<file path="src/rtl/fs_dither_core.sv">
// rtl/fs_dither_core.sv - Floyd-Steinberg error-diffusion core
// Registered input stage, one-cycle quantize/diffuse, two-slot next-row window plus end-of-row flush.
module fs_dither_core #(
  parameter int FRAME_WIDTH = 320,
  parameter int THRESHOLD   = 128
) (
  input  logic        clk_in,
  input  logic        rst_in,
  input  logic        pix_valid_in,
  input  logic [10:0] pix_hcount_in,
  input  logic [9:0]  pix_vcount_in,
  input  logic [7:0]  cur_pixel_in,
  input  logic [7:0]  next_pixel_in,
  input  logic        diffuse_en_in,
  output logic        dith_valid_out,
  output logic        dith_pixel_out,
  output logic [10:0] dith_hcount_out,
  output logic [9:0]  dith_vcount_out,
  output logic        wr_valid_out,
  output logic [8:0]  wr_addr_out,
  output logic [7:0]  wr_data_out,
  output logic        row_overrun_out
);
  localparam logic [10:0] LAST_X = 11'(FRAME_WIDTH - 1);
  localparam logic [7:0]  THRESH = 8'(THRESHOLD);

  typedef enum logic [1:0] {ST_IDLE, ST_ROW, ST_FLUSH} state_t;
  state_t r_state, w_state_nxt;

  logic        r_in_valid;
  logic [10:0] r_in_h;
  logic [9:0]  r_in_v;
  logic [7:0]  r_in_cur;
  logic [7:0]  r_in_next;
  logic        r_in_diff;

  // r_s0 is the slot for column x-1 (still owed d3), r_s1 the slot for column x.
  logic signed [11:0] r_err, r_s0, r_s1;
  logic [10:0]        r_prev_h;

  logic w_is_first, w_is_last, w_in_seq;
  logic w_process, w_restart, w_flush_wr, w_overrun;
  logic signed [11:0] w_err_used, w_s_prev, w_s_cur, w_v, w_e;
  logic signed [11:0] w_d7, w_d5, w_d3, w_d1, w_slot_next;
  logic [7:0]         w_v_clamp;
  logic               w_bit;

  function automatic logic [7:0] clamp8(input logic signed [11:0] a);
    if (a[11])
      return 8'd0;
    else if (|a[10:8])
      return 8'd255;
    else
      return a[7:0];
  endfunction

  always_ff @(posedge clk_in or negedge rst_in) begin
    if (!rst_in) begin
      r_in_valid <= 1'b0;
      r_in_h     <= '0;
      r_in_v     <= '0;
      r_in_cur   <= '0;
      r_in_next  <= '0;
      r_in_diff  <= 1'b0;
    end else begin
      r_in_valid <= pix_valid_in;
      if (pix_valid_in) begin
        r_in_h    <= pix_hcount_in;
        r_in_v    <= pix_vcount_in;
        r_in_cur  <= cur_pixel_in;
        r_in_next <= next_pixel_in;
        r_in_diff <= diffuse_en_in;
      end
    end
  end

  assign w_is_first = (r_in_h == 11'd0);
  assign w_is_last  = (r_in_h == LAST_X);
  assign w_in_seq   = (r_in_h == r_prev_h + 11'd1);

  always_ff @(posedge clk_in or negedge rst_in) begin
    if (!rst_in)
      r_state <= ST_IDLE;
    else
      r_state <= w_state_nxt;
  end

  always_comb begin
    w_state_nxt = r_state;
    w_process   = 1'b0;
    w_restart   = 1'b0;
    w_flush_wr  = 1'b0;
    w_overrun   = 1'b0;
    case (r_state)
      ST_IDLE: begin
        if (r_in_valid && w_is_first) begin
          w_process   = 1'b1;
          w_restart   = 1'b1;
          w_state_nxt = w_is_last ? ST_FLUSH : ST_ROW;
        end
      end
      ST_ROW: begin
        if (r_in_valid) begin
          w_process   = 1'b1;
          w_restart   = w_is_first || !w_in_seq;
          w_state_nxt = w_is_last ? ST_FLUSH : ST_ROW;
        end
      end
      ST_FLUSH: begin
        if (r_in_valid) begin
          // A pixel landing here has no idle gap: it wins, the flush write is lost.
          w_process   = 1'b1;
          w_restart   = 1'b1;
          w_overrun   = 1'b1;
          w_state_nxt = w_is_last ? ST_FLUSH : ST_ROW;
        end else begin
          w_flush_wr  = 1'b1;
          w_state_nxt = ST_IDLE;
        end
      end
      default: w_state_nxt = ST_IDLE;
    endcase
  end

  always_comb begin
    w_err_used  = w_restart ? 12'sd0 : r_err;
    w_s_prev    = w_restart ? 12'sd0 : r_s0;
    w_s_cur     = w_restart ? 12'sd0 : r_s1;
    w_v         = $signed({4'b0000, r_in_cur}) + w_err_used;
    w_v_clamp   = clamp8(w_v);
    w_bit       = r_in_diff ? (w_v_clamp >= THRESH) : (r_in_cur >= THRESH);
    w_e         = r_in_diff ? ($signed({4'b0000, w_v_clamp}) - (w_bit ? 12'sd255 : 12'sd0)) : 12'sd0;
    w_d7        = ((w_e <<< 3) - w_e) >>> 4;
    w_d5        = ((w_e <<< 2) + w_e) >>> 4;
    w_d3        = ((w_e <<< 1) + w_e) >>> 4;
    w_d1        = w_e >>> 4;
    w_slot_next = $signed({4'b0000, r_in_next}) + w_d1;
  end

  always_ff @(posedge clk_in or negedge rst_in) begin
    if (!rst_in) begin
      dith_valid_out  <= 1'b0;
      dith_pixel_out  <= 1'b0;
      dith_hcount_out <= '0;
      dith_vcount_out <= '0;
      wr_valid_out    <= 1'b0;
      wr_addr_out     <= '0;
      wr_data_out     <= '0;
      row_overrun_out <= 1'b0;
      r_err           <= '0;
      r_s0            <= '0;
      r_s1            <= '0;
      r_prev_h        <= '0;
    end else begin
      dith_valid_out  <= w_process;
      wr_valid_out    <= (w_process && !w_is_first) || w_flush_wr;
      row_overrun_out <= w_overrun;
      if (w_process) begin
        dith_pixel_out  <= w_bit;
        dith_hcount_out <= r_in_h;
        dith_vcount_out <= r_in_v;
        r_err           <= r_in_diff ? w_d7 : 12'sd0;
        r_s0            <= w_s_cur + w_d5;
        r_s1            <= w_is_last ? 12'sd0 : w_slot_next;
        r_prev_h        <= r_in_h;
        if (!w_is_first) begin
          wr_addr_out <= r_in_h[8:0] - 9'd1;
          wr_data_out <= clamp8(w_s_prev + w_d3);
        end
      end else if (w_flush_wr) begin
        wr_addr_out <= LAST_X[8:0];
        wr_data_out <= clamp8(r_s0);
      end
    end
  end
endmodule

</file>
<file path="config.mk">
export PLATFORM = sky130hd
export DESIGN_NAME = fs_dither_core
export DESIGN_NICKNAME = d
export VERILOG_FILES = /design/src/rtl/fs_dither_core.sv
export SDC_FILE = /design/constraint.sdc
export NUM_CORES = 1
export LEC_CHECK = 0
export CAP_MARGIN = 40
export CORE_MARGIN = 2
export CORE_UTILIZATION = 36
export DETAILED_ROUTE_END_ITERATION = 8
export PLACE_DENSITY_LB_ADDON = 0.12
export SKIP_LAST_GASP = 1
export SLEW_MARGIN = 10
export SYNTH_ARGS = -nofsm -noshare
export SYNTH_HDL_FRONTEND = slang
export SYNTH_SLANG_ARGS = --single-unit
</file>
<file path="constraint.sdc">
create_clock -name clk_in -period 23.2 [get_ports clk_in]
set_input_delay 3.48 -clock clk_in [delete_from_list [all_inputs] [get_ports clk_in]]
set_output_delay 3.48 -clock clk_in [all_outputs]
set_load 0.01 [all_outputs]
</file>
==> results.txt <==
----------------------------------------------------
[Logic synthesis]
  Dominant cell type by area after synthesis ... sky130_fd_sc_hd__dfrtp_1
  Number of warning messages in the yosys log ... 0
  Count of flip-flops with a built-in enable after synthesis ... 0
  Main flop type after synthesis ... sky130_fd_sc_hd__dfrtp_1
  Number of synthesized register bits ... 113
  Proportion of register bits with asynchronous set or reset after synthesis ... 100%
  Mean instance size in the synthesized netlist ... 9.04 µm²
  Cells after Synth ... 889
  Share of synthesized area occupied by flip-flops and latches ... 35.2%
  Post-synthesis net count ... 1011
  Total standard cell area after synthesis ... 8040 µm²
  Post-synth top cells ... sky130_fd_sc_hd__nand2_1 (128), sky130_fd_sc_hd__dfrtp_1 (113), sky130_fd_sc_hd__ha_1 (76)
  Dominant cells by area after synthesis ... sky130_fd_sc_hd__dfrtp_1 (35%), sky130_fd_sc_hd__ha_1 (12%), sky130_fd_sc_hd__nand2_1 (6.0%)
  Leading cell type by number of instances after synthesis ... sky130_fd_sc_hd__nand2_1
  Yosys cell types ... 76
  Area share of the largest cell type after synthesis ... 35.2%

[Timing]
  Total negative slack ... 0 ns
  RSZ-0062 raised after global routing ... false
  Final Hold Fails ... 0
  Slew @ Worst Pin ... 0.860 ns
  Slew headroom ... 41.8%
  Tcrit/Tclk final ... 42.4%
  PnR worst setup slack ... 13.35 ns
  Final setup viols ... 0
  Max Clock Skew ... 0.0165 ns
  Highest attainable clock frequency ... 102 MHz
  Time the final worst path needs with I/O delays and setup ... 9.85 ns
  Total count of max-transition violations in the final report ... 0

[Min path]
  Worst hold path type ... flip-flop to flip-flop

[Placed design]
  RePlAce Congestion ... 0.839
  Buffers on Ports ... 82
  Post-Place Worst Slack ... 13.40 ns
  DP HPWL ... 15500 µm

[Route]
  Via count of the routed design ... 6531
  Drt pass-1 iters ... 5
  Antenna Violating Nets Remaining ... 0
  Vias per std cell ... 5.22
  DR DRC count ... 0
  Mean routed wirelength per cell ... 16.9 µm
  DRT Wirelength ... 21200 µm
  Initial DRC Count ... 325

[Finish]
  Fraction of final layout cells sized beyond drive strength 1 ... 10.2%
  N_diodes ... 0
  Post-layout utilization of the core ... 44.3%
  Synth-to-layout area growth ... 20.6%
  Net count, final ... 1081

[Floorplan]
  Starting Density ... 36.7%
  Die width ... 153 µm
  Std-Cell Core Area ... 21900 µm²
  Vertical extent of the die ... 153 µm
  DIE AREA ... 23500 µm²
  Number of rows in the core area ... 54
  Total I/O pin count ... 83

[Global routing]
  Pin count of the biggest net entering global routing ... 70
  GR Layer Usage met2 ... 29.8%
  Grt met3 use ... 3.69%
  Antenna violations before repair ... 0
  First-pass GRT wire length ... 35200 µm
  Met1 routing resource usage after global routing ... 26.1%
  Highest-utilization routing layer at the global route stage ... met2
  Number of global-route vias before repair ... 6675
  Total routing usage reported by global routing ... 18.8%
  Total congestion overflow after global routing ... 0

[Clocking]
  Clock root buffer master ... sky130_fd_sc_hd__clkbuf_16
  Clock tree from TritonCTS ... built
  Buffers inserted by post-CTS timing repair ... 0
  Number of buffers inserted during clock tree synthesis ... 17
  Number of resized instances in the post-cts repair step ... 0
  Later-pin clock latency in the skew report ... 0.43 ns
  Post-CTS Hold Buffers ... 0
  Number of sinks on the clock net ... 113
  Clock-pin transition on the worst setup and hold timing paths ... 0.07 ns
  Maximum count of clock buffers along a single path ... 2
  H-tree depth ... 4

[Critical path]
  Worst stage delay on the critical path ... 0.52 ns
  Req. time, crit path ... 23.53 ns
  Classification of the worst setup path ... flip-flop to flip-flop
  Slowest CP cell ... sky130_fd_sc_hd__or4_4
  Crit path buffers/inverters ... 3
  Most Frequent Cell on Critical Path ... sky130_fd_sc_hd__ha_1
  Crit Path Max Fanout ... 31
  Arrival time worst endpoint ... 10.18 ns
  Worst R2R Setup Slack ... 13.35 ns
  Crit start category ... flip-flop
  Cell family with most CP delay ... compound AO/OA/AOI/OAI gates
  Endpoint kind of the worst setup timing path ... flip-flop

[Status]
  Status ... complete, no violations

[Run]
  Number of maximum-capacitance violations ... 0

----------------------------------------------------
-- worst paths after layout --
| check | from | endpoint | cells after the start |
|---|---|---|---|
| setup / recovery | r_in_h[0]$_DFFE_PN0P_ | wr_data_out[3]$_DFFE_PN0P_ | 41 |
| hold reg to reg | r_in_v[3]$_DFFE_PN0P_ | dith_vcount_out[3]$_DFFE_PN0P_ | 2 |
| hold / removal | r_in_v[3]$_DFFE_PN0P_ | dith_vcount_out[3]$_DFFE_PN0P_ | 2 |
| min in group asynchronous | rst_in | dith_valid_out$_DFF_PN0_ | 1 |
| setup reg to reg | r_in_h[0]$_DFFE_PN0P_ | wr_data_out[3]$_DFFE_PN0P_ | 41 |
| max in group asynchronous | rst_in | dith_pixel_out$_DFFE_PN0P_ | 2 |
-- through the flow --
step | instances | hold slack [ns] | area [µm²]
finish | 1252 | 0.463 | 9700
CTS | 1252 | 0.465 | 9700
floorplan | 889 | 0.430 | 8040
global route | 1252 | 0.474 | 9700
global placement | 1218 | 0.448 | 9090
detailed placement | 1220 | 0.454 | 9110
-- routing by layer --
layer | share of wire (%) | wire length [µm]
met1 | 50 | 10500
met3 | 3.9 | 826
met4 | 1.1 | 235
met5 | 0 | 0
met2 | 45 | 9610
-- sequential cells by signal (all words and copies together), names as in the netlist, 2 cells and up --
register,count
r_in_cur,8
r_s0,12
r_in_next,8
r_state,2
wr_data_out,8
r_in_v,10
wr_addr_out,9
r_in_h,11
dith_hcount_out,11
dith_vcount_out,10
r_err,8
r_s1,10
-- worst reg2reg max path, delay by kind of cell, from the launching register on --
| family | cells | cell delay (ns) |
|---|---|---|
| simple gates | 14 | 3.28 |
| buf+inv | 3 | 0.44 |
| xor+xnor | 2 | 0.38 |
| flops | 1 | 0.43 |
| compound gates | 15 | 3.28 |
| fa+ha+maj | 7 | 1.92 |
-- kinds of logic after synthesis --
kind of cell | share of synthesized area, %
and+or+nand+nor | 18.9
AOI/OAI and AO/OA | 17.7
DFF | 35.2
adders and majority gates | 13.1
buffers and inverters | 3.95
xor gates and xnor gates | 6.54
muxes | 4.62
-- final cells by class --
class                      instances  area [µm²]
timing repair buffer              89         878
fill                            2197       12200
sequential                       113        2830
inverter                          39         148
tap                              280         350
clock inverter                    15         158
multi-input combinational        699        4910
clock buffer                      17         425
-- cell usage in the layout (no fill, tap or decap), drive strengths merged, types with 3 or more instances in the layout --
master and n:
clkbuf 17, o211ai 7, nor2b 5, o31ai 20
nor3 13, nand3b 6, or4 8, clkdlybuf4s50 80
o21a 9, nand2b 10, a31oi 12, fa 5
nor2 57, nor4 3, o21bai 13, dfrtp 113
o21ai 54, xnor2 37, nand2 129, mux2 33
xor2 23, nand4 9, a22o 3, a21oi 46
ha 76, a21boi 5, a211oi 3, and3 32
or3 5, and2 6, nor3b 4, or2 3
buf 9, nand3 10, a21o 20, inv 50
o22ai 4, a31o 3
Power is left out: the tool's default activity adds up to more than one toggle a clock period on the data nets, which glitch-free logic cannot reach.
